**src/rtl/parity_check_arb.sv**
```systemverilog
// Two-requester arbiter that accepts a 31-bit word plus even-parity bit and
// scans it 3 bits per cycle, reporting the popcount and a parity-confirm flag.
module parity_check_arb #(
  parameter int RR_EN = 1
) (
  input  logic        clk,
  input  logic        rst_n,
  input  logic        req0_valid,
  input  logic [30:0] req0_data,
  input  logic        req0_parity,
  output logic        req0_ready,
  input  logic        req1_valid,
  input  logic [30:0] req1_data,
  input  logic        req1_parity,
  output logic        req1_ready,
  output logic        res_valid,
  input  logic        res_ready,
  output logic        res_id,
  output logic [4:0]  res_count,
  output logic        res_confirm,
  output logic        busy,
  output logic [7:0]  err_cnt
);

  localparam logic [1:0] IDLE = 2'd0;
  localparam logic [1:0] SCAN = 2'd1;
  localparam logic [1:0] DONE = 2'd2;

  logic [1:0]  state_reg;
  logic [30:0] data_reg;
  logic        par_reg;
  logic [4:0]  acc_reg;
  logic [3:0]  idx_reg;
  logic        prio_reg;
  logic        id_reg;
  logic [4:0]  count_reg;
  logic        confirm_reg;
  logic [7:0]  err_reg;

  logic        grant_id;
  logic        idle_open;
  logic        accept;
  logic [2:0]  slices [0:10];
  logic [2:0]  slice;
  logic [1:0]  slice_pc;
  logic [4:0]  acc_next;
  logic        par_next;
  logic        last_slice;

  // prio_reg names the requester that wins the next tie
  always_comb begin
    grant_id = 1'b0;
    if (req0_valid && req1_valid)
      grant_id = (RR_EN != 0) ? prio_reg : 1'b0;
    else
      grant_id = ~req0_valid;
  end

  assign idle_open  = (state_reg == IDLE) && rst_n;
  assign req0_ready = idle_open & req0_valid & ~grant_id;
  assign req1_ready = idle_open & req1_valid & grant_id;
  assign accept     = req0_ready | req1_ready;

  genvar gi;
  generate
    for (gi = 0; gi < 10; gi++) begin : g_slice
      assign slices[gi] = data_reg[3*gi +: 3];
    end
  endgenerate
  assign slices[10] = {2'b00, data_reg[30]};

  always_comb begin
    slice = 3'b000;
    if (idx_reg <= 4'd10)
      slice = slices[idx_reg];
  end

  // The single shared popcount unit
  assign slice_pc   = {1'b0, slice[0]} + {1'b0, slice[1]} + {1'b0, slice[2]};
  assign acc_next   = acc_reg + {3'b000, slice_pc};
  assign par_next   = par_reg ^ (^slice);
  assign last_slice = (idx_reg == 4'd10);

  always_ff @(posedge clk) begin
    if (!rst_n) begin
      state_reg   <= IDLE;
      data_reg    <= '0;
      par_reg     <= 1'b0;
      acc_reg     <= '0;
      idx_reg     <= '0;
      prio_reg    <= 1'b0;
      id_reg      <= 1'b0;
      count_reg   <= '0;
      confirm_reg <= 1'b0;
      err_reg     <= '0;
    end else begin
      case (state_reg)
        IDLE: begin
          if (accept) begin
            data_reg  <= grant_id ? req1_data : req0_data;
            par_reg   <= grant_id ? req1_parity : req0_parity;
            id_reg    <= grant_id;
            acc_reg   <= '0;
            idx_reg   <= '0;
            prio_reg  <= ~grant_id;
            state_reg <= SCAN;
          end
        end
        SCAN: begin
          acc_reg <= acc_next;
          par_reg <= par_next;
          idx_reg <= idx_reg + 4'd1;
          if (last_slice) begin
            count_reg   <= acc_next;
            confirm_reg <= ~par_next;
            state_reg   <= DONE;
          end
        end
        DONE: begin
          if (res_ready) begin
            state_reg <= IDLE;
            if (!confirm_reg && (err_reg != 8'hFF))
              err_reg <= err_reg + 8'd1;
          end
        end
        default: state_reg <= IDLE;
      endcase
    end
  end

  assign res_valid   = (state_reg == DONE);
  assign busy        = (state_reg != IDLE);
  assign res_id      = id_reg;
  assign res_count   = count_reg;
  assign res_confirm = confirm_reg;
  assign err_cnt     = err_reg;

endmodule

```
**config.mk**
```make
export PLATFORM = sky130hd
export DESIGN_NAME = parity_check_arb
export DESIGN_NICKNAME = d
export VERILOG_FILES = /design/src/rtl/parity_check_arb.sv
export SDC_FILE = /design/constraint.sdc
export NUM_CORES = 1
export LEC_CHECK = 0
export ABC_AREA = 1
export BUFFER_PORTS_ARGS = -buffer_cell sky130_fd_sc_hd__buf_2
export CAP_MARGIN = 25
export CELL_PAD_IN_SITES_DETAIL_PLACEMENT = 0
export CELL_PAD_IN_SITES_GLOBAL_PLACEMENT = 1
export CORE_ASPECT_RATIO = 1.5
export CORE_MARGIN = 5
export CORE_UTILIZATION = 30
export CTS_BUF_LIST = sky130_fd_sc_hd__clkbuf_16
export DETAILED_ROUTE_END_ITERATION = 8
export PLACE_DENSITY = 0.79
export SLEW_MARGIN = 20
export SYNTH_ARGS = -nofsm -noshare
export SYNTH_HDL_FRONTEND = slang
export SYNTH_SLANG_ARGS = --single-unit
```
**constraint.sdc**
```tcl
create_clock -name clk -period 3.1 [get_ports clk]
set_clock_uncertainty 0.2 [all_clocks]
set_input_delay 0.62 -clock clk [delete_from_list [all_inputs] [get_ports clk]]
set_output_delay 0.62 -clock clk [all_outputs]
set_load 0.02 [all_outputs]
```
== After elaboration in Yosys (flattened, before gate mapping) ==
Cells that the tools add are included.
Cells by class
  add/subtract/negate cells: 5
  equal/unequal tests: 7
  $lt $le $gt $ge: 2
  reductions and logical operators: 13
  bitwise operators: 10
  multiplexer cells: 17
Operators with widths (count)
  31-bit 2-to-1 mux: 1
  3-bit binary-select mux with 4-bit select: 1
  5-bit one-hot mux with 2 select lines: 1
  3-bit 2-to-1 mux: 3
  8-bit by 1-bit adder with 8-bit output, second input constant: 1
  8-bit != test, second input constant: 1
  4-bit one-hot mux with 2 select lines: 1
  2-bit 2-to-1 mux: 3
  2-bit one-hot mux with 3 select lines: 1
  2-bit AND reduction: 3
  3-bit AND reduction: 2
  5-bit by 2-bit adder with 5-bit output: 1
  5-bit >= comparator, second input constant: 1
  5-bit 2-to-1 mux: 1
  4-bit NOT with 5-bit output: 1
  4-bit by 1-bit adder with 4-bit output, second input constant: 1
  1-bit AND: 4
  4-bit == test, second input constant: 1
  4-bit less-or-equal comparator, second input constant: 1
  4-bit 2-to-1 mux: 1
  2-bit != test, second input constant: 2
  2-bit nonzero test: 2
  1-bit logical AND: 3
  1-bit 2-to-1 mux: 3
  12 further kinds: 14
Word-level totals
  output and inout port bits: 19
  bits in registers: 59
  logic and storage cells: 64

== Longest topological paths before layout ==
  depth after elaboration: 9
  mapped depth: 18

== Worst setup path before layout ==
Ideal clock, no wire load.
  kind: reg-to-reg
  from: register idx_reg[0]
  to: register acc_reg[4]
  cell stages (with the launch flop): 16
  buffers on the path: 1
  arrival: 2.625 ns
  period minus slack after synthesis: 2.895 ns
  path slack: 0.205 ns
  cell sequence: dfxtp_1 inv_2 buf_6 ha_1 nand2_1 nand2_1 nand2_2 inv_1 fa_1 ha_1 inv_1 fa_1 nor2_1 xor2_1 nand2_1 a21oi_1
On the way
  word-level cells in the longest chain between the ends: 9
  elaborated cells on any way between the ends: 10
  those cells by class: 3 x add/sub; 1 x order compare; 5 x mux; 1 x bitwise
RTL lines
  start: declaration: RTL line 33  | logic [3:0] idx_reg;
  start signal: assignment: RTL line 112  | idx_reg <= idx_reg + 4'd1;
  4-bit NOT with 5-bit output (implied by the code): RTL line 75  | slice = slices[idx_reg];
  3-bit binary-select mux with 4-bit select: RTL line 75
  3-bit 2-to-1 mux (implied by the code) (2 in a row): RTL line 75
  3-bit 2-to-1 mux (*): RTL line 74  | if (idx_reg <= 4'd10)
  1-bit by 1-bit adder with 2-bit output: RTL line 79  | assign slice_pc = {1'b0, slice[0]} + {1'b0, slice[1]} + {1'b0, slice[2]};
  2-bit by 1-bit adder with 2-bit output (*): RTL line 79
  5-bit by 2-bit adder with 5-bit output (*): RTL line 80  | assign acc_next = acc_reg + {3'b000, slice_pc};
  5-bit one-hot mux with 2 select lines (*): RTL line 97  | case (state_reg)
  end signal: assignment: RTL line 110  | acc_reg <= acc_next;
  end: declaration: RTL line 32  | logic [4:0] acc_reg;
Every way passes the cells marked *; elsewhere a longest branch is shown, timed or not. The select of a mux whose other input is x is not followed.
A chain may end at the register's enable or synchronous reset.

== Worst setup path after layout ==
  from: register idx_reg[0]
  to: register acc_reg[1]
Same word-level chain as after synthesis.

==> results.md <==
- Yosys warns: 0
- Post-route ant nets: 0
- Metal1 wirelength: 3731 um
- Vias in the first global route: between 3,000 and 4,000
- CP Cell Sequence: buf_8 > nor2_1 > nand2_1 > o21ai_1 > nand2_1 > nand2_2 > nand2_2 > inv_1 > fa_1 > ha_1 > inv_1 > fa_2 > or2_2 > a21oi_2
- Site Rows: between 40 and 50
- Port bufs: 87
- Reg2Reg Depth: 14
- Seq cells post-synth: about 60
- Global-route wire length before repair: roughly 15,000 um
- Sequential fraction of the synthesis area: 0.3764
- Setup ws final: roughly 0.14 ns
- CP Capture Type: flop
- Area contributors post-synth: dfxtp_1 (38%), nand2_1 (15%), nand3_1 (6.1%), a31oi_1 (5.8%), inv_1 (5.0%)
- Worst EP arrival: roughly 3 ns
- Highest Signal Layer: met4
- Pwr Density: between 500 and 600 mW/mm2
- R2R Path Start: idx_reg[0]$_SDFFE_PN0P_
- CP Class: reg -> reg
- Final hold vios: 0
- Worst slew margin: 0.5880
- Initial antenna violation count: 0
- RSZ-0062 raised after global routing: no
- Pwr Total: 2.283 mW
- Root Driver: clkbuf_16
- Detailed Place HPWL: 6593 um
- Placer Congestion: 0.8118
- Die height: approximately 140 um
- Maximum VDD drop: between 0.0002 and 0.0003 V
- Clock tree sinks: around 60
- Worst skew pair latency: ~0.32 ns
- Clock slew at reported path FFs: around 0.050 ns
- Async set-reset flop share out of synthesis: 0
- Met3 WL: 379 um
- Critical register-to-register path endpoint: acc_reg[1]$_SDFFE_PN0P_
- Syn_area_per_cell: approximately 7 um2
- Pleak: ~1.8 nW
- Post-Syn Area: 0.003138 mm2
- Library cells used by synthesis: 36
- Worst Setup Start Kind: flop
- Outcome: completed
- Crit-path max FO: 12
- Initial DRC Count: 93
- Final worst-path cycle share: 0.9540
- CP top delay family: adder cells
- I/O Pins: slightly below 90
- H-tree levels: 3
- Max Freq: between 300 and 400 MHz
- Final-report setup violation count: 0
- WL/cell: between 10 and 15 um
- Top cells by count, synth: nand2_1 (124), dfxtp_1 (59), inv_1 (42), nand3_1 (38), a31oi_1 (29)
- Clock buffer depth: 2
- Post-synth EDFFs: 0
- Routed WL: between 8000 and 9000 um
- Cell area after layout: around 0.004 mm2
- CTS tree: done
- GR Overflow Total: 0
- Max-cap violations: 0
- Syn-to-layout area delta: 27.63%
- Count leader, synth: nand2_1
- Reg2reg setup slack: roughly 0.14 ns
- Worst Path Required: 3.16 ns
- Hold depth: 2
- Starting density of the core: 0.3079
- Routed vias/inst: roughly 4.7
- Tightest Pin Transition: approximately 0.62 ns
- CP bufs+invs: 3
- Hold Path Sink: err_cnt[4]$_SDFFE_PN0P_
- Largest net degree at the start of global routing: between 40 and 50
- Largest register FFs: 31
- Vias post-DR: 3,176
- DRC: 0
- Share of cells above drive strength 1: 0.2807
- Antenna fix cells: 0
- First-pass DRT Iterations: 4
- Slew Limit Fails: 0
- Hold path start: err_cnt[4]$_SDFFE_PN0P_
- Top cell type's share of synthesized area: 0.3764
- Chip Width: 93.51 um
- Clock period minus worst slack: between 2 and 3 ns
- Leading area contributor after synthesis: dfxtp_1
- Number of buffers created by CTS: 9
- Post-Syn Instances: about 450
- Placed Area: about 0.0037 mm2
- Crit-path max cell delay: 0.43 ns
- # nets final: 609
- Core ar.: ~0.010 mm2
- DP Worst Slack: slightly above 0.06 ns
- Ys flop type: dfxtp_1
- Total Neg Setup Slack: 0 ns
- Syn_nets: about 520
- WL met2: between 4000 and 5000 um
- Die area: 0.01265 mm2
- Gr usage total: 0.1426
- HP Class: reg -> reg
- CP max-delay cell: fa_2
==> stage by stage <==
stage / util / std cells / hold slack (ns)
6_report: 0.3930 / 679 / 0.2588
5_1_grt: 0.3930 / 679 / 0.2759
4_1_cts: 0.3896 / 678 / 0.2610
3_5_place_dp: 0.3616 / 662 / 0.2518
3_3_place_gp: 0.3616 / 662 / 0.2501
2_1_floorplan: - / 447 / 0.2439
==> worst max-delay path by stage <==
stage | endpoint | depth (start not counted) | from
after floorplan | acc_reg[4]$_SDFFE_PN0P_ | 15 | idx_reg[0]$_SDFFE_PN0P_
after global placement | acc_reg[4]$_SDFFE_PN0P_ | 14 | idx_reg[0]$_SDFFE_PN0P_
after detailed placement | acc_reg[4]$_SDFFE_PN0P_ | 14 | idx_reg[0]$_SDFFE_PN0P_
after CTS | acc_reg[4]$_SDFFE_PN0P_ | 14 | idx_reg[0]$_SDFFE_PN0P_
after global routing | acc_reg[1]$_SDFFE_PN0P_ | 14 | idx_reg[0]$_SDFFE_PN0P_
final | acc_reg[1]$_SDFFE_PN0P_ | 14 | idx_reg[0]$_SDFFE_PN0P_
==> cells by family (layout without fill, tap and decap cells) <==
kind of cell / count (synthesis) / in the layout / synth area share
simple gates: 208 / 208 / 0.2998
compound gates: 98 / 98 / 0.1766
buf+inv: 71 / 162 / 0.1029
flops: 59 / 59 / 0.3764
fa+ha+maj: 7 / 7 / 0.03270
xor+xnor: 3 / 3 / 0.008375
mux: 1 / 1 / 0.003190
==> worst register-to-register path, stage by stage (launching register included) <==
cell and delay, ns:
dfxtp_4 0.36, buf_8 0.15, nor2_1 0.14, nand2_1 0.06, o21ai_1 0.10, nand2_1 0.08, nand2_2 0.08, nand2_2 0.06
inv_1 0.07, fa_1 0.42, ha_1 0.22, inv_1 0.07, fa_2 0.43, or2_2 0.31, a21oi_2 0.13
==> repair_timing <==
action / in CTS / in global routing
hold buffers: 0 / 0
resized for setup: 0 / 11
endpoints found under the setup margin: 0 / 6
buffers inserted: 0 / 1
==> report_power, final <==
part	internal (mW)	total [mW]	leakage, nW	switching, mW
combinational	0.191	0.481	1.20	0.290
clock	0.610	0.940	0.144	0.330
sequential	0.821	0.862	0.483	0.0407
==> cells in the final DEF, fill, tap and decap left out, types with 3 or more instances in the layout <==
| cell type | count |
|---|---|
| a21oi_1 | 23 |
| a21oi_2 | 3 |
| a31oi_1 | 29 |
| buf_2 | 87 |
| buf_4 | 9 |
| clkbuf_16 | 9 |
| clkinv_2 | 3 |
| dfxtp_1 | 57 |
| ha_1 | 5 |
| inv_1 | 42 |
| inv_2 | 5 |
| nand2_1 | 123 |
| nand2_2 | 12 |
| nand3_1 | 38 |
| nand3_2 | 8 |
| nor2_1 | 19 |
| o21ai_0 | 24 |
| o21ai_1 | 11 |
==> per-layer routing <==
metal  vias up  global-route usage
met5         -                   0
li1       1650                   -
met1      1448              0.1714
met4         0             0.04727
met3        10             0.03835
met2        68              0.2439
==> final cells by class <==
| type | instances | area, um2 |
|---|---|---|
| clock buffer | 9 | 225.2 |
| multi-input combinational | 317 | 1643 |
| sequential | 59 | 1186 |
| timing repair buffer | 98 | 529.3 |
| inverter | 48 | 185.2 |
| fill | 1131 | 6186 |
| clock inverter | 7 | 60.06 |
| tap | 141 | 176.4 |
Power figures use the tool's default switching activity.
